## config.mk

```make
export PLATFORM = sky130hd
export DESIGN_NAME = rr_onehot_arbiter
export DESIGN_NICKNAME = d
export VERILOG_FILES = /design/src/rtl/rr_onehot_arbiter_pkg.sv /design/src/rtl/rr_onehot_arbiter_onehot_dec.sv /design/src/rtl/rr_onehot_arbiter.sv
export SDC_FILE = /design/constraint.sdc
export NUM_CORES = 1
export LEC_CHECK = 0
export CAP_MARGIN = 20
export CORE_MARGIN = 10
export CORE_UTILIZATION = 58
export CTS_CLUSTER_SIZE = 40
export DETAILED_ROUTE_END_ITERATION = 6
export PLACE_DENSITY = 0.95
export RECOVER_POWER = 100
export SETUP_SLACK_MARGIN = 0.02
export SYNTH_ARGS = -nofsm -noshare
export SYNTH_HDL_FRONTEND = slang
export SYNTH_HIERARCHICAL = 1
export SYNTH_SLANG_ARGS = --single-unit
```

## constraint.sdc

```tcl
create_clock -name clk -period 7.4 [get_ports clk]
set_input_delay 0.74 -clock clk [delete_from_list [all_inputs] [get_ports clk]]
set_output_delay 0.74 -clock clk [all_outputs]
set_load 0.005 [all_outputs]
```

## src/rtl/rr_onehot_arbiter_pkg.sv

```systemverilog
// Shared definitions for the round-robin one-hot arbiter: FSM state encoding
// and default sizing constants.
package rr_onehot_arbiter_pkg;

  typedef enum logic {
    ST_IDLE  = 1'b0,
    ST_GRANT = 1'b1
  } arb_state_t;

  localparam int ARB_N        = 8;
  localparam int ARB_IDX_W    = 3;
  localparam int ARB_MAX_HOLD = 15;

endpackage

```

## src/rtl/rr_onehot_arbiter_onehot_dec.sv

```systemverilog
// Combinational binary-to-one-hot decoder used to form the arbiter grant vector.
module onehot_dec #(
  parameter int IDX_W = 3,
  parameter int N     = 8
) (
  input  logic [IDX_W-1:0] idx,
  output logic [N-1:0]     onehot
);

  genvar gi;
  generate
    for (gi = 0; gi < N; gi++) begin : g_dec
      assign onehot[gi] = (idx == IDX_W'(gi));
    end
  endgenerate

endmodule

```

## src/rtl/rr_onehot_arbiter.sv

```systemverilog
// Round-robin arbiter with registered one-hot grant and binary index.
// Optional forced release after MAX_HOLD cycles when ARB_TIMEOUT_EN is defined.
module rr_onehot_arbiter
  import rr_onehot_arbiter_pkg::*;
#(
  parameter int N        = ARB_N,
  parameter int IDX_W    = ARB_IDX_W,
  parameter int MAX_HOLD = ARB_MAX_HOLD
) (
  input  logic             clk,
  input  logic             rst_n,
  input  logic [N-1:0]     req,
  input  logic             done,
  output logic [N-1:0]     gnt,
  output logic [IDX_W-1:0] gnt_idx,
  output logic             gnt_valid,
  output logic             timeout
);

  generate
    if ((1 << IDX_W) != N || N < 2 || MAX_HOLD < 2) begin : g_bad_params
      $error("rr_onehot_arbiter: N must equal 2**IDX_W (>= 2) and MAX_HOLD >= 2");
    end
  endgenerate

  arb_state_t       state_reg;
  logic [N-1:0]     gnt_reg;
  logic [IDX_W-1:0] gnt_idx_reg;
  logic             gnt_valid_reg;
  logic [IDX_W-1:0] ptr_reg;

  logic             sel_found;
  logic [IDX_W-1:0] sel_idx;
  logic [N-1:0]     sel_onehot;
  logic             owner_rel;
  logic             rel_now;

  // First requester at or after ptr; index arithmetic wraps because N = 2**IDX_W.
  always_comb begin
    logic [IDX_W-1:0] cand;
    sel_found = 1'b0;
    sel_idx   = '0;
    cand      = '0;
    for (int i = 0; i < N; i++) begin
      cand = ptr_reg + IDX_W'(i);
      if (!sel_found && req[cand]) begin
        sel_found = 1'b1;
        sel_idx   = cand;
      end
    end
  end

  onehot_dec #(
    .IDX_W (IDX_W),
    .N     (N)
  ) u_dec (
    .idx    (sel_idx),
    .onehot (sel_onehot)
  );

  assign owner_rel = done | ~req[gnt_idx_reg];

`ifdef ARB_TIMEOUT_EN
  localparam int HOLD_W = $clog2(MAX_HOLD + 1);

  logic [HOLD_W-1:0] hold_cnt_reg;
  logic              timeout_reg;
  logic              force_rel;

  assign force_rel = (hold_cnt_reg == HOLD_W'(MAX_HOLD - 1));
  assign rel_now   = owner_rel | force_rel;
  assign timeout   = timeout_reg;
`else
  assign rel_now   = owner_rel;
  assign timeout   = 1'b0;
`endif

  always_ff @(posedge clk) begin
    if (!rst_n) begin
      state_reg     <= ST_IDLE;
      gnt_reg       <= '0;
      gnt_idx_reg   <= '0;
      gnt_valid_reg <= 1'b0;
      ptr_reg       <= '0;
`ifdef ARB_TIMEOUT_EN
      hold_cnt_reg  <= '0;
      timeout_reg   <= 1'b0;
`endif
    end else begin
`ifdef ARB_TIMEOUT_EN
      timeout_reg <= 1'b0;
`endif
      case (state_reg)
        ST_IDLE: begin
          if (sel_found) begin
            state_reg     <= ST_GRANT;
            gnt_reg       <= sel_onehot;
            gnt_idx_reg   <= sel_idx;
            gnt_valid_reg <= 1'b1;
`ifdef ARB_TIMEOUT_EN
            hold_cnt_reg  <= '0;
`endif
          end
        end
        ST_GRANT: begin
          if (rel_now) begin
            state_reg     <= ST_IDLE;
            gnt_reg       <= '0;
            gnt_idx_reg   <= '0;
            gnt_valid_reg <= 1'b0;
            ptr_reg       <= gnt_idx_reg + 1'b1;
`ifdef ARB_TIMEOUT_EN
            // Only flag a timeout when the owner was not releasing anyway.
            timeout_reg   <= ~owner_rel;
`endif
          end
`ifdef ARB_TIMEOUT_EN
          else begin
            hold_cnt_reg <= hold_cnt_reg + 1'b1;
          end
`endif
        end
      endcase
    end
  end

  assign gnt       = gnt_reg;
  assign gnt_idx   = gnt_idx_reg;
  assign gnt_valid = gnt_valid_reg;

endmodule

```

### Word level (Yosys, flattened, before mapping)

Index checks and enable logic that the tools add are counted.

| cells by class | value |
|---|---|
| equality and inequality tests | 9 |
| order comparisons | 9 |
| div/mod/pow operators | 0 |
| reductions and logical operators | 17 |
| shifts and indexed selects | 0 |
| add/subtract/negate cells | 8 |
| bitwise operators | 3 |
| multipliers | 0 |
| muxes and demuxes | 46 |

Operators by type and width:

| cell | number |
|---|---|
| 3-bit by 4-bit less-than comparator with 1-bit output, second input constant | 9 |
| 3-bit 2-to-1 mux | 10 |
| 1-bit binary-select mux with 3-bit select | 9 |
| 1-bit 2-to-1 mux | 21 |
| 8-bit 2-to-1 mux | 2 |
| 8-bit one-hot mux with 2 select lines | 1 |
| 3-bit adder, second input constant | 4 |
| 3-bit equality test, second input constant | 4 |
| 1-bit logical AND | 7 |
| 1-bit logical NOT | 7 |
| 3-bit by 1-bit adder with 3-bit output, second input constant | 2 |
| 3-bit by 2-bit adder with 3-bit output, second input constant | 2 |
| 3-bit by 2-bit equality test with 1-bit output, second input constant | 2 |
| 3-bit one-hot mux with 2 select lines | 1 |
| 1-bit one-hot mux with 2 select lines | 2 |
| 2-bit AND reduction | 2 |
| 3-bit by 1-bit equality test with 1-bit output, second input constant | 1 |
| 3-bit logical NOT | 1 |
| 2-bit by 1-bit != test with 1-bit output, second input constant | 1 |
| 2-bit != test, second input constant | 1 |
| 1-bit inverter | 2 |
| 1-bit bitwise OR | 1 |

| storage, ports and cells | value |
|---|---|
| output and inout bits | 13 |
| flip-flop bits (word level) | 16 |
| RAM bits | 0 |
| latch bits | 0 |
| input bits | 11 |
| memories kept | 0 |
| bits in read-only memories | 0 |

### Logic depth before layout (Yosys ltp)

Gate-level depths: netlist of run 1.

| depth | value |
|---|---|
| depth after elaboration | 27 |
| mapped depth | 14 |

### Hierarchy

The synthesis of run 1 kept the hierarchy.

By module, submodules not included:

| module | times used | sequential area each (um^2) | cells an instance | area an instance (um^2) |
|---|---|---|---|---|
| rr_onehot_arbiter | 1 | 320.3 | 151 | 1487.7 |
| onehot_dec | 1 | 0.0 | 8 | 65.1 |

### Worst setup path before layout of run 1

Ideal clock, no wire load.

| timing | value |
|---|---|
| kind | reg2reg |
| start | reg ptr_reg[1] |
| end | reg gnt_reg[5] (netlist: gnt[5]) |
| library setup time | 0.117 ns |
| path slack | 3.856 ns |
| arrival time | 3.427 ns |
| stages on the path, launching flop included | 13 |
| clock period less this slack | 3.544 ns |
| cells stage by stage | dfxtp_1 > buf_2 > inv_1 > ha_1 > buf_2 > mux4_2 > mux2_2 > o32a_1 > clkbuf_1 > or4_1 > o21ai_0 > and3b_2 > a22o_1 |

| between the ends | value |
|---|---|
| word-level cells in the longest chain between the ends | 27 |
| elaborated cells between the ends (all ways) | 58 |

RTL lines:

| item | line | RTL |
|---|---|---|
| start, declared | rr_onehot_arbiter.sv:30 | `logic [IDX_W-1:0] ptr_reg;` |
| start signal, assigned | rr_onehot_arbiter.sv:111 | `ptr_reg <= gnt_idx_reg + 1'b1;` |
| branches (longest 23 deep; another with 3-bit by 1-bit adder with 3-bit output) | -- |  |
| 3-bit 2-to-1 mux (*) | rr_onehot_arbiter.sv:46 | `if (!sel_found && req[cand]) begin` |
| named net sel_idx[1] | rr_onehot_arbiter.sv:33 | `logic [IDX_W-1:0] sel_idx;` |
| 3-bit equality test (*) | rr_onehot_arbiter_onehot_dec.sv:13 | `assign onehot[gi] = (idx == IDX_W'(gi));` |
| named net sel_onehot[5] | rr_onehot_arbiter.sv:34 | `logic [N-1:0] sel_onehot;` |
| 8-bit 2-to-1 mux (*) | rr_onehot_arbiter.sv:95 | `if (sel_found) begin` |
| 8-bit one-hot mux with 2 select lines (*) | rr_onehot_arbiter.sv:93 | `case (state_reg)` |
| end signal, assigned | rr_onehot_arbiter.sv:97 | `gnt_reg <= sel_onehot;` |
| end, declared | rr_onehot_arbiter.sv:27 | `logic [N-1:0] gnt_reg;` |

Mark *: on every way through the listed nets, which the timed path passes. The select of a mux whose other input is x is not followed.
A chain may end at the register's enable or synchronous reset.

### Final worst setup path of run 1

| timing | value |
|---|---|
| start | reg ptr_reg[0] |
| end | reg gnt_reg[5] (netlist: gnt[5]) |

The elaborated chain is that of the path after synthesis.

==> results of run 1 <==
-- cell usage after synthesis (all sizes together) (2+ instances only) --
library cell	number	area [µm²]
o32ai	2	17.5
nand3b	2	15.0
o32a	2	20.0
nand2b	5	31.3
mux2i	8	80.1
o2111ai	2	17.5
a21oi	6	30.0
mux4	12	282
a211oi	4	30.0
nand2	6	22.5
a21o	3	22.5
and3b	3	30.0
a311oi	2	17.5
nor2	7	33.8
and2	4	25.0
o311ai	2	17.5
clkbuf	5	18.8
inv	9	33.8
nor3	5	25.0
or4	3	26.3
ha	3	37.5
dfxtp	16	320
buf	4	28.8
mux2	6	71.3
nand3	4	20.0
xor2	4	35.0
nor3b	3	22.5
a22o	11	96.3
o31a	3	35.0
o21ai	4	23.8
-- through the flow --
| step | total power [mW] | utilization (%) |
|---|---|---|
| after floorplan | 0.332 | - |
| after global placement | 0.396 | 69.9 |
| after detailed placement | 0.408 | 69.9 |
| after CTS | 0.452 | 70.8 |
| after global routing | 0.477 | 70.6 |
| final | 0.446 | 70.6 |
-- path summary, 6_finish.rpt --
path | start | to | slack (ns) | cells past startpoint
max | ptr_reg[0] | gnt[5] | 3.03 | 10
min | gnt_valid | gnt_valid | 0.46 | 2
max reg2reg | ptr_reg[0] | gnt[5] | 3.03 | 10
min reg2reg | gnt_valid | gnt_valid | 0.46 | 2
-- layout make-up --
| cell class | count | share of cell area (%) |
|---|---|---|
| well taps | 30 | 2.11 |
| flip-flops and latches | 16 | 18.0 |
| multi-input cells | 125 | 64.4 |
| clock buffers | 3 | 1.26 |
| repair buffers | 22 | 12.4 |
| inverters | 9 | 1.90 |
-- cell families (layout without fill, tap and decap cells) --
logic type / after synthesis / in the layout / synth area share (%)
mux: 26 / 26 / 27.9
other cells: 1 / 1 / 0.242
flops: 16 / 16 / 20.6
xor+xnor: 5 / 5 / 2.82
buf+inv: 18 / 34 / 5.24
compound gates: 46 / 46 / 23.7
simple gates: 44 / 44 / 17.1
fa+ha+maj: 3 / 3 / 2.42
-- worst reg2reg max path: cells and delay by family, from the launching register on --
family                   cells  cell delay [ns]
AO/OA/AOI/OAI                4             1.03
adder cells (fa/ha/maj)      1             0.58
multiplexers                 2             1.01
AND/OR/NAND/NOR              2             0.76
flip-flops                   1             0.70
buffers and inverters        1             0.18
-- layer usage --
layer	global-route usage (%)	vias to the layer above	part of all wire (%)
met1	16.3	684	39
met5	0	-	0
li1	-	666	-
met4	4.52	0	1.7
met2	29.0	52	53
met3	2.89	6	7.0
-- power groups by stage --
stage / Combinational [mW] / Sequential (mW) / Clock [mW]
floorplan: 0.216 / 0.116 / 0
detailed placement: 0.282 / 0.127 / 0
CTS: 0.283 / 0.125 / 0.0449
global placement: 0.271 / 0.125 / 0
finish: 0.278 / 0.124 / 0.0440
global route: 0.302 / 0.128 / 0.0472
==> run metrics, run 1 <==
outcome=finished clean; net count after synthesis=173; WS Path Type=reg2reg; total number of vias=1408; most common cell after layout, fill and taps aside=dfxtp_1; crit path max fanout=13; Initial Util=61.6%; Synth Flop Type=dfxtp_1; Antenna diodes=0; Peak VDD IR=0.208 mV; Synth cell types=49; die height=71.7 µm; Die Wd=71.7 µm; Final nets=191; die area=5150 µm²; Psw=194 µW; Initial DRC Count=112; Overall Global Routing Usage=15.2%; Combinational Power Share=62.3%; register share of total power=27.9%; postcts setup bufs=0; placed inst area=1760 µm²; maximum number of pins on one net before global-route repair=15; antenna-violating nets left=0; core footprint=2520 µm²; Residual DRC=0; vias per inst=6.87; internal power=252 µW; crit path time final=4.37 ns; crit path DAT=4.55 ns; WL/cell=19.5 µm; area of the multi-input gates=1150 µm²; worst skew pair latency=0.28 ns; max-slew violations=0; Fmax=0.229 GHz; Non-Filler Instances=205; Max Cap Viol=0; Top delay family on crit path=compound AO/OA/AOI/OAI gates; IO buf count=22; grt total ovfl=0; Top Ports=24; Clk pin slew, worst setup/hold paths=0.08 ns; RSZ-0062 raised after global routing=false; DP Worst Slack=3.14 ns; Mapped Area=1550 µm²; CP cell instances=inv_1, ha_1, mux4_2, mux2_1, or4_1, o2111ai_1, a21oi_1, o21ai_0, and3b_2, a22o_1; area taken by flip-flops and latches=320 µm²; Worst-Margin Slew=0.982 ns; Gate Count Post-Synth=159; setup ws final=3.03 ns; Critical Path End Type=flip-flop; period utilization=59.0%; number of H-tree levels=1; clock sink total=16; post-synthesis average cell area=9.77 µm²; Critical Path Max Stage Delay=0.70 ns; Post-CTS Resized=0; CTS Root Cell=clkbuf_4; Critical-path top delay cell=dfxtp_1; pwr/cell area=250 nW/µm²; Final Hold Fails=0; worst path bufs/invs=1; Leakage=0.706 nW; CP Launch Type=flip-flop; setup violators final=0; RePlAce Congestion=1.04; Post-Layout Inst Area=1780 µm²; CTS max path bufs=2; Area growth, synth to finish=14.7%; Min-Delay Path Class=reg2reg; synth warn=6; FP Rows=18; most frequent cells in the layout=dfxtp_1 (16), dlygate4sd3_1 (13), a22o_1 (11); clock skew=0.00211 ns; Post-synth EDFFs=0; Rel. slew slack=34.0%; Fillers=194; CTS Buf Count=3; register area share after synthesis=20.6%; share of post-route cells with drive strength above 1=13.7%; #FFs+latches synth=16; worst hold slack=0.456 ns; vias in the first global route=1409; Initial DRT Pass Iterations=4; Post-synth ARST share=0%; detailed placement HPWL=3210 µm; Setup TNS=0 ns; first-pass GRT wire length=6580 µm; initial antenna violation count=0; hold buffer count at cts=0; Clock power frac=9.9%; Largest register FFs=8; placed insts=202; final WL=4010 µm; worst path required time=7.58 ns; CTS tree=yes; Sw Share=43.5%
No activity file was read; power rests on OpenSTA's default activity.
==> run 2, diff against run 1 <==
Settings changed: CORE_UTILIZATION 58 to 49, PLACE_DENSITY 0.95 to 0.88.
Clock period 7.4 ns to 3.8 ns, I/O delays scaled along.
==> run metrics, run 2 (synthesized netlist as in run 1, its figures left out) <==
outcome=finished clean; Hold Path Depth=1 (-1); Residual DRC=0 (unchanged); share of post-route cells with drive strength above 1=17.1% (+3.4 points); worst path bufs/invs=2 (+1); die height=76.3 µm (+6.3%); most common cell after layout, fill and taps aside=dfxtp_1; worst path required time=4.02 ns (-3.56 ns); CTS tree=yes; Critical Path End Type=flip-flop; number of H-tree levels=1 (unchanged); WS Path Type=reg2reg; CP Depth=10 (unchanged); Overall Global Routing Usage=14.5% (-0.72 points); FF-to-FF path depth=10 (unchanged); Initial Util=50.9% (-11 points); RePlAce Congestion=0.960 (-7.3%); RSZ-0062 raised after global routing=false; Top delay family on crit path=compound AO/OA/AOI/OAI gates; FP Rows=20 (+2); crit path max fanout=10 (-3); period utilization=93.0% (+34 points); Hold Startpoint=gnt[4]; final WL=4350 µm (+8.6%); die area=5820 µm² (+13%); Critical Path Max Stage Delay=0.53 ns (-0.17 ns); core footprint=3050 µm² (+21%); vias per inst=6.48 (-5.7%); crit path DAT=3.76 ns (-0.79 ns); Leakage=0.740 nW (+4.8%); worst skew pair latency=0.28 ns (about the same); initial antenna violation count=0 (unchanged); Worst-Margin Slew=1.03 ns (+0.0452 ns); most frequent cells in the layout=dfxtp_1 (16), dlygate4sd3_1 (13), a22o_1 (11); crit path time final=3.54 ns (-0.832 ns); Fmax=0.283 GHz (+24%); setup ws final=0.265 ns (-2.77 ns); detailed placement HPWL=3370 µm (+5.0%); hold buffer count at cts=0 (unchanged); Setup TNS=0 ns (unchanged); CTS Root Cell=clkbuf_4; CP cell instances=inv_1, ha_1, buf_4, mux4_2, mux2i_1, nand2b_1, o311ai_0, o31a_1, nor3b_1, a22o_1; maximum number of pins on one net before global-route repair=14 (-1); IO buf count=22 (unchanged); max-slew violations=0 (unchanged); pwr/cell area=499 nW/µm² (+99%); DP Worst Slack=0.0536 ns (-3.08 ns); Peak VDD IR=0.362 mV (+74%); Top Ports=24 (unchanged); FF-to-FF Start=ptr_reg[1]; Die Wd=76.3 µm (+6.3%); Antenna diodes=0 (unchanged); CP Launch Type=flip-flop; Worst R2R End=gnt[1]; Final Hold Fails=0 (unchanged); total number of vias=1458 (+3.6%); setup violators final=0 (unchanged); Final nets=196 (+2.6%); r2r setup slk=0.26 ns (-2.77 ns); Area growth, synth to finish=19.4%; clock skew=0.00435 ns (+0.00224 ns); Fillers=268 (+38%); antenna-violating nets left=0 (unchanged); vias in the first global route=1477 (+4.8%); CTS Buf Count=3 (unchanged); Rel. slew slack=31.0% (-3.0 points); Critical-path top delay cell=mux4_2; WL/cell=19.3 µm (-1.1%); Min-Delay Path Class=reg2reg; Clk pin slew, worst setup/hold paths=0.09 ns (about the same); grt total ovfl=0 (unchanged); first-pass GRT wire length=7250 µm (+10%); clock sink total=16 (unchanged); Largest register FFs=8 (unchanged); Initial DRC Count=115 (+2.7%); Max Cap Viol=0 (unchanged); Initial DRT Pass Iterations=4 (unchanged); CTS max path bufs=2 (unchanged); hold endpoint=gnt[4]
[run 2: cell types whose count changed in the layout (fill, tap and decap cells not counted), sizes merged]
cell,before,now
buf,0,4
clkbuf,3,5
[run 2: repair_timing]
item | 4_1_cts | 5_1_grt
gates resized for setup | 0 | 1
setup buffers | 0 | 1
endpoints found under the setup margin | 0 | 8
hold endpoints to repair | 0 | 0
[run 2: layout make-up]
class	count	area [µm²]	area share (%)
clock buffers	4	36.3	1.96
inverters	9	33.8	1.82
multi-input cells	125	1150	62.1
flip-flops and latches	16	320	17.3
well taps	44	55.1	2.97
repair buffers	27	258	13.9
[run 2: layer usage]
layer	global-route usage, %	share of wire [%]	up-vias
li1	-	-	682
met1	16.5	41	720
met2	26.1	52	52
met3	3.07	5.9	4
met4	4.65	0.92	0
met5	0	0	-
[run 2: worst reg2reg max path: cells and delay by family (launching register included)]
kind                       cells  cell delay, ns
and+or+nand+nor                2            0.56
DFF                            1            0.34
buffers and inverters          2            0.33
adders and majority gates      1            0.35
AOI/OAI and AO/OA              3            1.05
muxes                          2            0.86
[run 2: where the power goes]
part | internal, mW | switching (mW) | total, mW
Clock | 0.0583 | 0.0513 | 0.110
Combinational | 0.274 | 0.319 | 0.593
Sequential | 0.197 | 0.0255 | 0.223
Total | 0.530 | 0.396 | 0.926
[run 2: worst max path at each step]
| stage | from | end |
|---|---|---|
| after floorplan | ptr_reg[1] | gnt[5] |
| after global placement | req[5] | gnt[5] |
| after detailed placement | req[5] | gnt[5] |
| after CTS | ptr_reg[0] | gnt[5] |
| after global routing | ptr_reg[1] | gnt[1] |
| final | ptr_reg[1] | gnt[1] |
[run 2: per-stage QoR]
stage | total power [mW] | instances | hold WS, ns | instance area [µm²] | utilization, %
after floorplan | 0.647 | 159 | 0.450 | 1550 | -
after global placement | 0.787 | 220 | 0.444 | 1810 | 59.3
after detailed placement | 0.808 | 220 | 0.463 | 1810 | 59.3
after CTS | 0.925 | 224 | 0.494 | 1850 | 60.5
after global routing | 0.991 | 225 | 0.505 | 1850 | 60.7
final | 0.926 | 225 | 0.487 | 1850 | 60.7
